[src/rtl/q_sys_descriptor_fetch.sv]
// Descriptor-chain fetcher: walks a linked list of 4-word descriptors,
// hands each one to a DMA engine and writes back completion status.
// Ports:
//   clk, reset            - rising-edge clock, synchronous active-high reset
//   start, start_ptr      - begin a chain at word address start_ptr
//   busy                  - high while a chain is in progress
//   mem_*                 - descriptor memory master (1-cycle read latency)
//   desc_valid/ready,
//   desc_src/dst/len      - descriptor handoff to the DMA engine
//   dma_done, dma_error   - DMA completion pulse and its error status
//   chain_done, chain_stopped, desc_count - chain completion reporting
module q_sys_descriptor_fetch #(
    parameter int ADDR_WIDTH = 11
) (
    input  logic                  clk,
    input  logic                  reset,
    input  logic                  start,
    input  logic [ADDR_WIDTH-1:0] start_ptr,
    output logic                  busy,
    output logic [ADDR_WIDTH-1:0] mem_address,
    output logic                  mem_chipselect,
    output logic                  mem_write,
    output logic [3:0]            mem_byteenable,
    output logic [31:0]           mem_writedata,
    input  logic [31:0]           mem_readdata,
    output logic                  desc_valid,
    input  logic                  desc_ready,
    output logic [31:0]           desc_src,
    output logic [31:0]           desc_dst,
    output logic [15:0]           desc_len,
    input  logic                  dma_done,
    input  logic                  dma_error,
    output logic                  chain_done,
    output logic                  chain_stopped,
    output logic [15:0]           desc_count
);

    typedef enum logic [2:0] {
        IDLE, FETCH, CAPTURE, CHECK,
        PRESENT, WAIT_DONE, WRITEBACK, NEXT
    } state_t;

    state_t                state, state_nxt;
    logic [ADDR_WIDTH-1:0] ptr;
    logic [ADDR_WIDTH-1:0] nxt_ptr;
    logic [1:0]            k;
    logic                  own;
    logic                  eoc;
    logic                  err;

    // Control-word bits between the flags and the length are reserved.
    logic unused_rd;
    assign unused_rd = &{1'b0, mem_readdata[29:16]};

    always_ff @(posedge clk) begin
        if (reset) begin
            state      <= IDLE;
            ptr        <= '0;
            nxt_ptr    <= '0;
            k          <= '0;
            own        <= 1'b0;
            eoc        <= 1'b0;
            err        <= 1'b0;
            desc_src   <= '0;
            desc_dst   <= '0;
            desc_len   <= '0;
            desc_count <= '0;
        end else begin
            state <= state_nxt;
            unique case (state)
                IDLE: begin
                    k <= '0;
                    if (start) begin
                        ptr        <= start_ptr;
                        desc_count <= '0;
                    end
                end
                FETCH: begin
                    // Data returned now belongs to the address of k-1.
                    k <= k + 2'd1;
                    unique case (k)
                        2'd1: desc_src <= mem_readdata;
                        2'd2: desc_dst <= mem_readdata;
                        2'd3: begin
                            own      <= mem_readdata[31];
                            eoc      <= mem_readdata[30];
                            desc_len <= mem_readdata[15:0];
                        end
                        default: ;
                    endcase
                end
                CAPTURE:   nxt_ptr <= mem_readdata[ADDR_WIDTH-1:0];
                WAIT_DONE: if (dma_done) err <= dma_error;
                WRITEBACK: begin
                    if (desc_count != 16'hFFFF)
                        desc_count <= desc_count + 16'd1;
                end
                NEXT: begin
                    k <= '0;
                    if (!eoc) ptr <= nxt_ptr;
                end
                default: ;
            endcase
        end
    end

    always_comb begin
        state_nxt      = state;
        busy           = (state != IDLE);
        mem_address    = '0;
        mem_chipselect = 1'b0;
        mem_write      = 1'b0;
        mem_byteenable = 4'hF;
        mem_writedata  = '0;
        desc_valid     = 1'b0;
        chain_done     = 1'b0;
        chain_stopped  = 1'b0;
        unique case (state)
            IDLE: if (start) state_nxt = FETCH;
            FETCH: begin
                mem_chipselect = 1'b1;
                mem_address    = ptr + ADDR_WIDTH'(k);
                if (k == 2'd3) state_nxt = CAPTURE;
            end
            CAPTURE: state_nxt = CHECK;
            CHECK: begin
                if (own) begin
                    state_nxt = PRESENT;
                end else begin
                    chain_done    = 1'b1;
                    chain_stopped = 1'b1;
                    state_nxt     = IDLE;
                end
            end
            PRESENT: begin
                desc_valid = 1'b1;
                if (desc_ready) state_nxt = WAIT_DONE;
            end
            WAIT_DONE: if (dma_done) state_nxt = WRITEBACK;
            WRITEBACK: begin
                // Only byte 3 is touched: OWN cleared, EOC kept, error set.
                mem_chipselect       = 1'b1;
                mem_write            = 1'b1;
                mem_byteenable       = 4'b1000;
                mem_address          = ptr + ADDR_WIDTH'(2);
                mem_writedata[31:24] = {1'b0, eoc, err, 5'b0};
                state_nxt            = NEXT;
            end
            NEXT: begin
                if (eoc) begin
                    chain_done = 1'b1;
                    state_nxt  = IDLE;
                end else begin
                    state_nxt = FETCH;
                end
            end
            default: state_nxt = IDLE;
        endcase
    end

endmodule

[config.mk]
export PLATFORM = sky130hd
export DESIGN_NAME = q_sys_descriptor_fetch
export DESIGN_NICKNAME = d
export VERILOG_FILES = /design/src/rtl/q_sys_descriptor_fetch.sv
export SDC_FILE = /design/constraint.sdc
export NUM_CORES = 1
export LEC_CHECK = 0
export CORE_UTILIZATION = 49
export DETAILED_ROUTE_END_ITERATION = 8
export PLACE_DENSITY = 0.86
export SETUP_SLACK_MARGIN = 0.15
export SLEW_MARGIN = 20
export SYNTH_ARGS = -nofsm -noshare
export SYNTH_HDL_FRONTEND = slang
export SYNTH_SLANG_ARGS = --single-unit
[constraint.sdc]
create_clock -name clk -period 5.1 [get_ports clk]
set_input_delay 0.765 -clock clk [delete_from_list [all_inputs] [get_ports clk]]
set_output_delay 0.765 -clock clk [all_outputs]
set_load 0.05 [all_outputs]
==> summary.md, run 1 <==
| Metric | Value |
|---|---|
| Post-CTS setup repair buffer count | `0` |
| CP Data Arrival Time | `3.25 ns` |
| Hold Crit Class | `reg2reg` |
| Overall Power | `2.41 mW` |
| Post-synth EDFFs | `0` |
| # H-tree levels | `4` |
| Cell Pwr Density | `312 nW/um^2` |
| Crit Path Category | `reg2out` |
| Post-synth top area share | `44.5%` |
| Vias | `5487` |
| Avg Cell Area, Syn | `7.94 um^2` |
| Post-placement setup slack | `1.60 ns` |
| Synth top cells by count | `nand2_1 (193), dfxtp_1 (126), a21oi_1 (104), nor2_1 (42), buf_4 (34)` |
| Slew @ Worst Pin | `1.06 ns` |
| Post-route DRC | `0` |
| GRT Total Usage | `28.4%` |
| RSZ-0062 raised after global routing | `false` |
| Synth cell types | `57` |
| Final setup vio count | `0` |
| Die height | `110 um` |
| Hold Fails Final Rpt | `0` |
| Vias in the first global route | `5292` |
| Status | `complete, no violations` |
| Fill cells | `840` |
| ANT cells | `0` |
| CTS Buffer Depth | `2` |
| Clk sink count | `126` |
| WP data required | `4.34 ns` |
| Main flop type after synthesis | `dfxtp_1` |
| Skew-Pair Late Insertion Delay | `0.43 ns` |
| Worst Clk Skew | `0.0118 ns` |
| First-pass GRT wire length | `25800 um` |
| Root buffer cell | `clkbuf_16` |
| CORE AREA | `11000 um^2` |
| Final ANT Viol Nets | `0` |
| Pleak | `2.77 nW` |
| TritonCTS Buffers | `17` |
| Max Clock Freq | `249 MHz` |
| Drt wl/cell | `16.5 um` |
| Initial antenna violation count | `0` |
| Total number of yosys warnings | `0` |
| Cell taking the most area after synthesis | `dfxtp_1` |
| Row count | `38` |
| Total gr overflow | `0` |
| Setup crit start kind | `flop` |
| Largest net degree at the start of global routing | `81` |
| Fin worst setup slack | `1.09 ns` |
| Placer Congestion | `0.881` |
| Top cells by area, synth | `dfxtp_1 (45%), nand2_1 (13%), a21oi_1 (9.2%)` |
| Crit-path max FO | `24` |
| Ports | `198` |
| Final nets | `904` |
| Sequential share of the synthesized area | `44.5%` |
| Die width | `110 um` |
| Slew HR | `29.4%` |
| CTS tree | `done` |
| R2r setup slk | `2.07 ns` |
| Crit path time final | `4.01 ns` |
| Cell with the most instances after synthesis | `nand2_1` |
| # hold bufs at CTS | `0` |
| First-pass iteration count of the detailed router | `7` |
| Async set-or-reset flop fraction in the synthesized netlist | `0%` |
| Crit share post-route | `78.7%` |
| Initial Util | `51.3%` |
| Cts repair resizes | `0` |
| Seq cells post-synth | `126` |
| Layout cells sized above 1 | `6.63%` |
| Detailed Route WL | `16500 um` |
| DP HPWL | `11200 um` |
| Max capacitance violation total | `0` |
| # port buffers | `166` |
| Maximum vdd drop | `0.000214 V` |
| Crit. End Element | `primary output` |
| Die Area | `12000 um^2` |
| Via density | `5.49` |
| Synth Instances | `713` |
| Setup TNS Final | `0 ns` |
| Reg clk slew, reported paths | `0.06 ns` |
| Final-report max-slew violation count | `0` |
| Mapped Area | `5660 um^2` |
| Syn-to-layout area delta | `36.8%` |
| DRT iter0 DRCs | `388` |
==> sequential cells by signal (all words and copies together), names as in the netlist <==
| signal | count |
|---|---|
| desc_count | 16 |
| desc_dst | 32 |
| desc_len | 16 |
| desc_src | 32 |
| eoc | 1 |
| err | 1 |
| k | 2 |
| nxt_ptr | 11 |
| own | 1 |
| ptr | 11 |
| state | 3 |
==> per-stage QoR <==
step | hold slack [ns] | utilization (%) | area [um^2] | std cells
floorplan | 0.450 | - | 5770 | 742
global placement | 0.442 | 65.1 | 7180 | 968
detailed placement | 0.447 | 65.1 | 7180 | 968
CTS | 0.454 | 70.2 | 7740 | 1000
global route | 0.465 | 70.2 | 7750 | 1000
finish | 0.452 | 70.2 | 7750 | 1000
==> power breakdown <==
group,internal (mW),leakage (nW),switching [mW]
sequential,1.00,1.02,0.0196
combinational,0.0814,1.48,0.177
clock,0.673,0.270,0.463
total,1.75,2.77,0.660
==> final timing paths <==
kind | start | end | cells past startpoint
worst min-delay path | desc_dst[24]$_SDFFE_PP0P_ | desc_dst[24]$_SDFFE_PP0P_ | 2
worst min register to register | desc_dst[24]$_SDFFE_PP0P_ | desc_dst[24]$_SDFFE_PP0P_ | 2
worst max register to register | state[2]$_SDFFE_PP0P_ | ptr[4]$_SDFFE_PP0P_ | 4
worst max-delay path | state[2]$_SDFFE_PP0P_ | mem_address[10] | 7
==> critical path, cell delays in order (launching register included) <==
cell	delay [ns]
dfxtp_1	0.71
nand3b_1	0.15
buf_4	0.24
inv_2	0.34
a22o_1	0.26
a41oi_1	0.13
a31oi_1	0.17
clkdlybuf4s50_1	0.82
==> metal layers <==
layer | global-route usage (%) | routed length (um) | vias to the layer above
met3 | 8.48 | 1250 | 35
met5 | 0 | 0 | -
met4 | 11.1 | 359 | 0
li1 | - | - | 2623
met1 | 32.9 | 6670 | 2607
met2 | 48.8 | 8230 | 222
==> cell families after synthesis <==
family / after synthesis / synth area share, %
muxes: 27 / 4.79
and+or+nand+nor: 292 / 22.0
other: 2 / 0.133
AOI/OAI and AO/OA: 164 / 17.4
DFF: 126 / 44.5
buffers and inverters: 91 / 8.79
xor gates and xnor gates: 3 / 0.464
adders and majority gates: 8 / 1.90
==> cells in the final DEF, fill, tap and decap left out, types with 6 or more instances in the layout <==
cell / instances
a211oi_2: 9
a21oi_1: 104
a31oi_1: 10
and2_1: 6
buf_4: 7
clkbuf_16: 17
clkdlybuf4s50_1: 165
conb_1: 31
dfxtp_1: 126
ha_1: 7
mux2i_1: 26
nand2_1: 193
nand3_1: 14
nor2_1: 42
nor3_1: 7
o21ai_0: 13
==> layout make-up <==
class | count | area (um^2) | share of cell area, %
clock buffers | 17 | 425 | 5.49
well taps | 140 | 175 | 2.26
multi-input cells | 525 | 2760 | 35.7
flip-flops and latches | 126 | 2520 | 32.6
repair buffers | 172 | 1700 | 22.0
clock inverters | 15 | 138 | 1.78
inverters | 5 | 18.8 | 0.242
No activity file was read; power rests on OpenSTA's default activity.
==> run 2, diff against run 1 <==
--- a/config.mk
+++ b/config.mk
@@ -5,9 +5,9 @@
 export SDC_FILE = /design/constraint.sdc
 export NUM_CORES = 1
 export LEC_CHECK = 0
-export CORE_UTILIZATION = 49
+export CORE_UTILIZATION = 41
 export DETAILED_ROUTE_END_ITERATION = 8
-export PLACE_DENSITY = 0.86
+export PLACE_DENSITY = 0.77
 export SETUP_SLACK_MARGIN = 0.15
 export SLEW_MARGIN = 20
 export SYNTH_ARGS = -nofsm -noshare
==> constraint.sdc (replaced) <==
create_clock -name clk -period 3.4 [get_ports clk]
set_input_delay 0.51 -clock clk [delete_from_list [all_inputs] [get_ports clk]]
set_output_delay 0.51 -clock clk [all_outputs]
set_load 0.05 [all_outputs]
==> run 2 against run 1 <==
  * Final area rose by 2.6%
  * Clock power grew 54%
  * Sequential power increased by 50%
  * First-iteration DRC count increased by 9.3%
  * Sequential share of layout area shrank 0.84 points
  * Critical path type unchanged
==> summary.md, run 2 (synthesis gave the netlist of run 1 again) <==
| Metric | Value |
|---|---|
| Row count | `42` |
| CP Data Arrival Time | `2.51 ns` |
| Die Area | `14300 um^2` |
| Reg clk slew, reported paths | `0.05 ns` |
| DP HPWL | `10600 um` |
| Maximum vdd drop | `0.000304 V` |
| Crit path time final | `3.02 ns` |
| Max capacitance violation total | `0` |
| CTS Buffer Depth | `2` |
| Cell Pwr Density | `465 nW/um^2` |
| Post-route DRC | `0` |
| Detailed Route WL | `15700 um` |
| Setup TNS Final | `0 ns` |
| Final nets | `907` |
| Slew @ Worst Pin | `0.982 ns` |
| WP data required | `2.89 ns` |
| Max Clock Freq | `331 MHz` |
| Die height | `120 um` |
| Via density | `5.05` |
| First-pass GRT wire length | `24900 um` |
| # H-tree levels | `4` |
| Clock power frac | `47.6%` |
| Total gr overflow | `0` |
| Ports | `198` |
| GRT Total Usage | `22.3%` |
| CORE AREA | `13300 um^2` |
| Most common cell after layout, fill and taps aside | `nand2_1` |
| Regs by FF count | `desc_dst x32, desc_src x32` |
| Largest net degree at the start of global routing | `71` |
| Final setup vio count | `0` |
| Final-report max-slew violation count | `0` |
| R2R depth | `6` |
| Initial Util | `42.4%` |
| Hold Crit Class | `reg2reg` |
| Part of the power in registers | `41.3%` |
| Hold Fails Final Rpt | `0` |
| Layout cells sized above 1 | `8.35%` |
| Sw frac | `25.6%` |
| Area of the multi-input gates | `2760 um^2` |
| Clk sink count | `126` |
| Vias | `5246` |
| Crit share post-route | `88.9%` |
| ANT cells | `0` |
| Vias in the first global route | `4798` |
| Combinational power share | `11.1%` |
| Syn-to-layout area delta | `40.4%` |
| Hold_ws | `0.451 ns` |
| Drt wl/cell | `15.2 um` |
| RSZ-0062 raised after global routing | `false` |
| Pleak | `2.86 nW` |
| Skew-Pair Late Insertion Delay | `0.42 ns` |
| Slew HR | `34.5%` |
| Root buffer cell | `clkbuf_16` |
| Crit. End Element | `primary output` |
| Crit-path max FO | `22` |
| Final ANT Viol Nets | `0` |
| Post-CTS setup repair buffer count | `0` |
| Crit Path Category | `reg2out` |
| TritonCTS Buffers | `17` |
| # hold bufs at CTS | `0` |
| Fin cells | `1038` |
| DRT iter0 DRCs | `424` |
| Register area | `2520 um^2` |
| CTS tree | `done` |
| Die width | `120 um` |
| Net switching power | `0.949 mW` |
| Hold depth | `2` |
| Fill cells | `1223` |
| # port buffers | `166` |
| Internal | `2.75 mW` |
| Placed cell count | `1007` |
| Most frequent cells in the layout | `nand2_1 (193), clkdlybuf4s50_1 (151), dfxtp_1 (126), a21oi_1 (104), nor2_1 (42)` |
| Initial antenna violation count | `0` |
| First-pass iteration count of the detailed router | `5` |
| Worst Clk Skew | `0.00584 ns` |
| Setup crit start kind | `flop` |
| Placer Congestion | `0.791` |
| Status | `complete, no violations` |
==> run 2: cell types whose count changed in the layout (fill, tap and decap cells not counted), moves of 2 or more <==
cell             previous run  this run
buf_12                      0        13
buf_4                       7        11
clkbuf_1                    0         2
clkbuf_8                    0         2
clkdlybuf4s50_1           165       151
clkinv_4                    5         2
inv_6                       3         0
==> run 2: routing by layer <==
layer | part of all wire, % | GRT usage (%) | up-vias
li1 | - | - | 2631
met2 | 47 | 34.9 | 174
met3 | 8.3 | 8.41 | 15
met1 | 43 | 27.8 | 2426
met5 | 0 | 0 | -
met4 | 1.3 | 8.44 | 0
==> run 2: layout make-up <==
cell class / instances / share of cell area (%)
clock buffers: 21 / 5.79
multi-input cells: 525 / 34.7
repair buffers: 175 / 23.3
flip-flops and latches: 126 / 31.7
clock inverters: 10 / 1.45
inverters: 5 / 0.252
well taps: 176 / 2.77
==> run 2: per-stage QoR <==
| stage | util, % | cell area, um^2 | total power [mW] | worst slack, ns |
|---|---|---|---|---|
| 6_report | 59.6 | 7950 | 3.70 | 0.378 |
| 2_1_floorplan | - | 5770 | 1.84 | 0.310 |
| 5_1_grt | 59.6 | 7950 | 3.83 | 0.196 |
| 3_3_place_gp | 55.2 | 7370 | 1.96 | 0.856 |
| 3_5_place_dp | 55.2 | 7370 | 1.97 | 0.780 |
| 4_1_cts | 59.5 | 7950 | 3.73 | 0.328 |
==> run 2: power by group through the flow <==
| stage | clock network (mW) | logic, mW | registers, mW |
|---|---|---|---|
| floorplan | 0 | 0.255 | 1.58 |
| global placement | 0 | 0.406 | 1.56 |
| detailed placement | 0 | 0.410 | 1.56 |
| CTS | 1.79 | 0.412 | 1.53 |
| global route | 1.86 | 0.435 | 1.53 |
| finish | 1.76 | 0.410 | 1.53 |
==> run 2: final timing paths <==
| check | from | to | slack [ns] |
|---|---|---|---|
| setup / recovery | state[0]$_SDFFE_PP0P_ | mem_address[10] | 0.38 |
| hold / removal | desc_src[2]$_SDFFE_PP0P_ | desc_src[2]$_SDFFE_PP0P_ | 0.45 |
| setup reg to reg | state[0]$_SDFFE_PP0P_ | desc_src[13]$_SDFFE_PP0P_ | 1.07 |
| hold reg to reg | desc_src[2]$_SDFFE_PP0P_ | desc_src[2]$_SDFFE_PP0P_ | 0.45 |
==> run 2: repair_timing <==
action                                  CTS  global route
endpoints found under the hold margin     0             0
gates resized for setup                   0             2
endpoints found under the setup margin    0             1
==> run 2: worst max-delay path: stages (launching register included) <==
cell and delay (ns):
dfxtp_1 0.53, nand3b_1 0.35, clkinv_2 0.38, a22o_1 0.34
a41oi_1 0.22, a31oi_1 0.10, buf_12 0.18
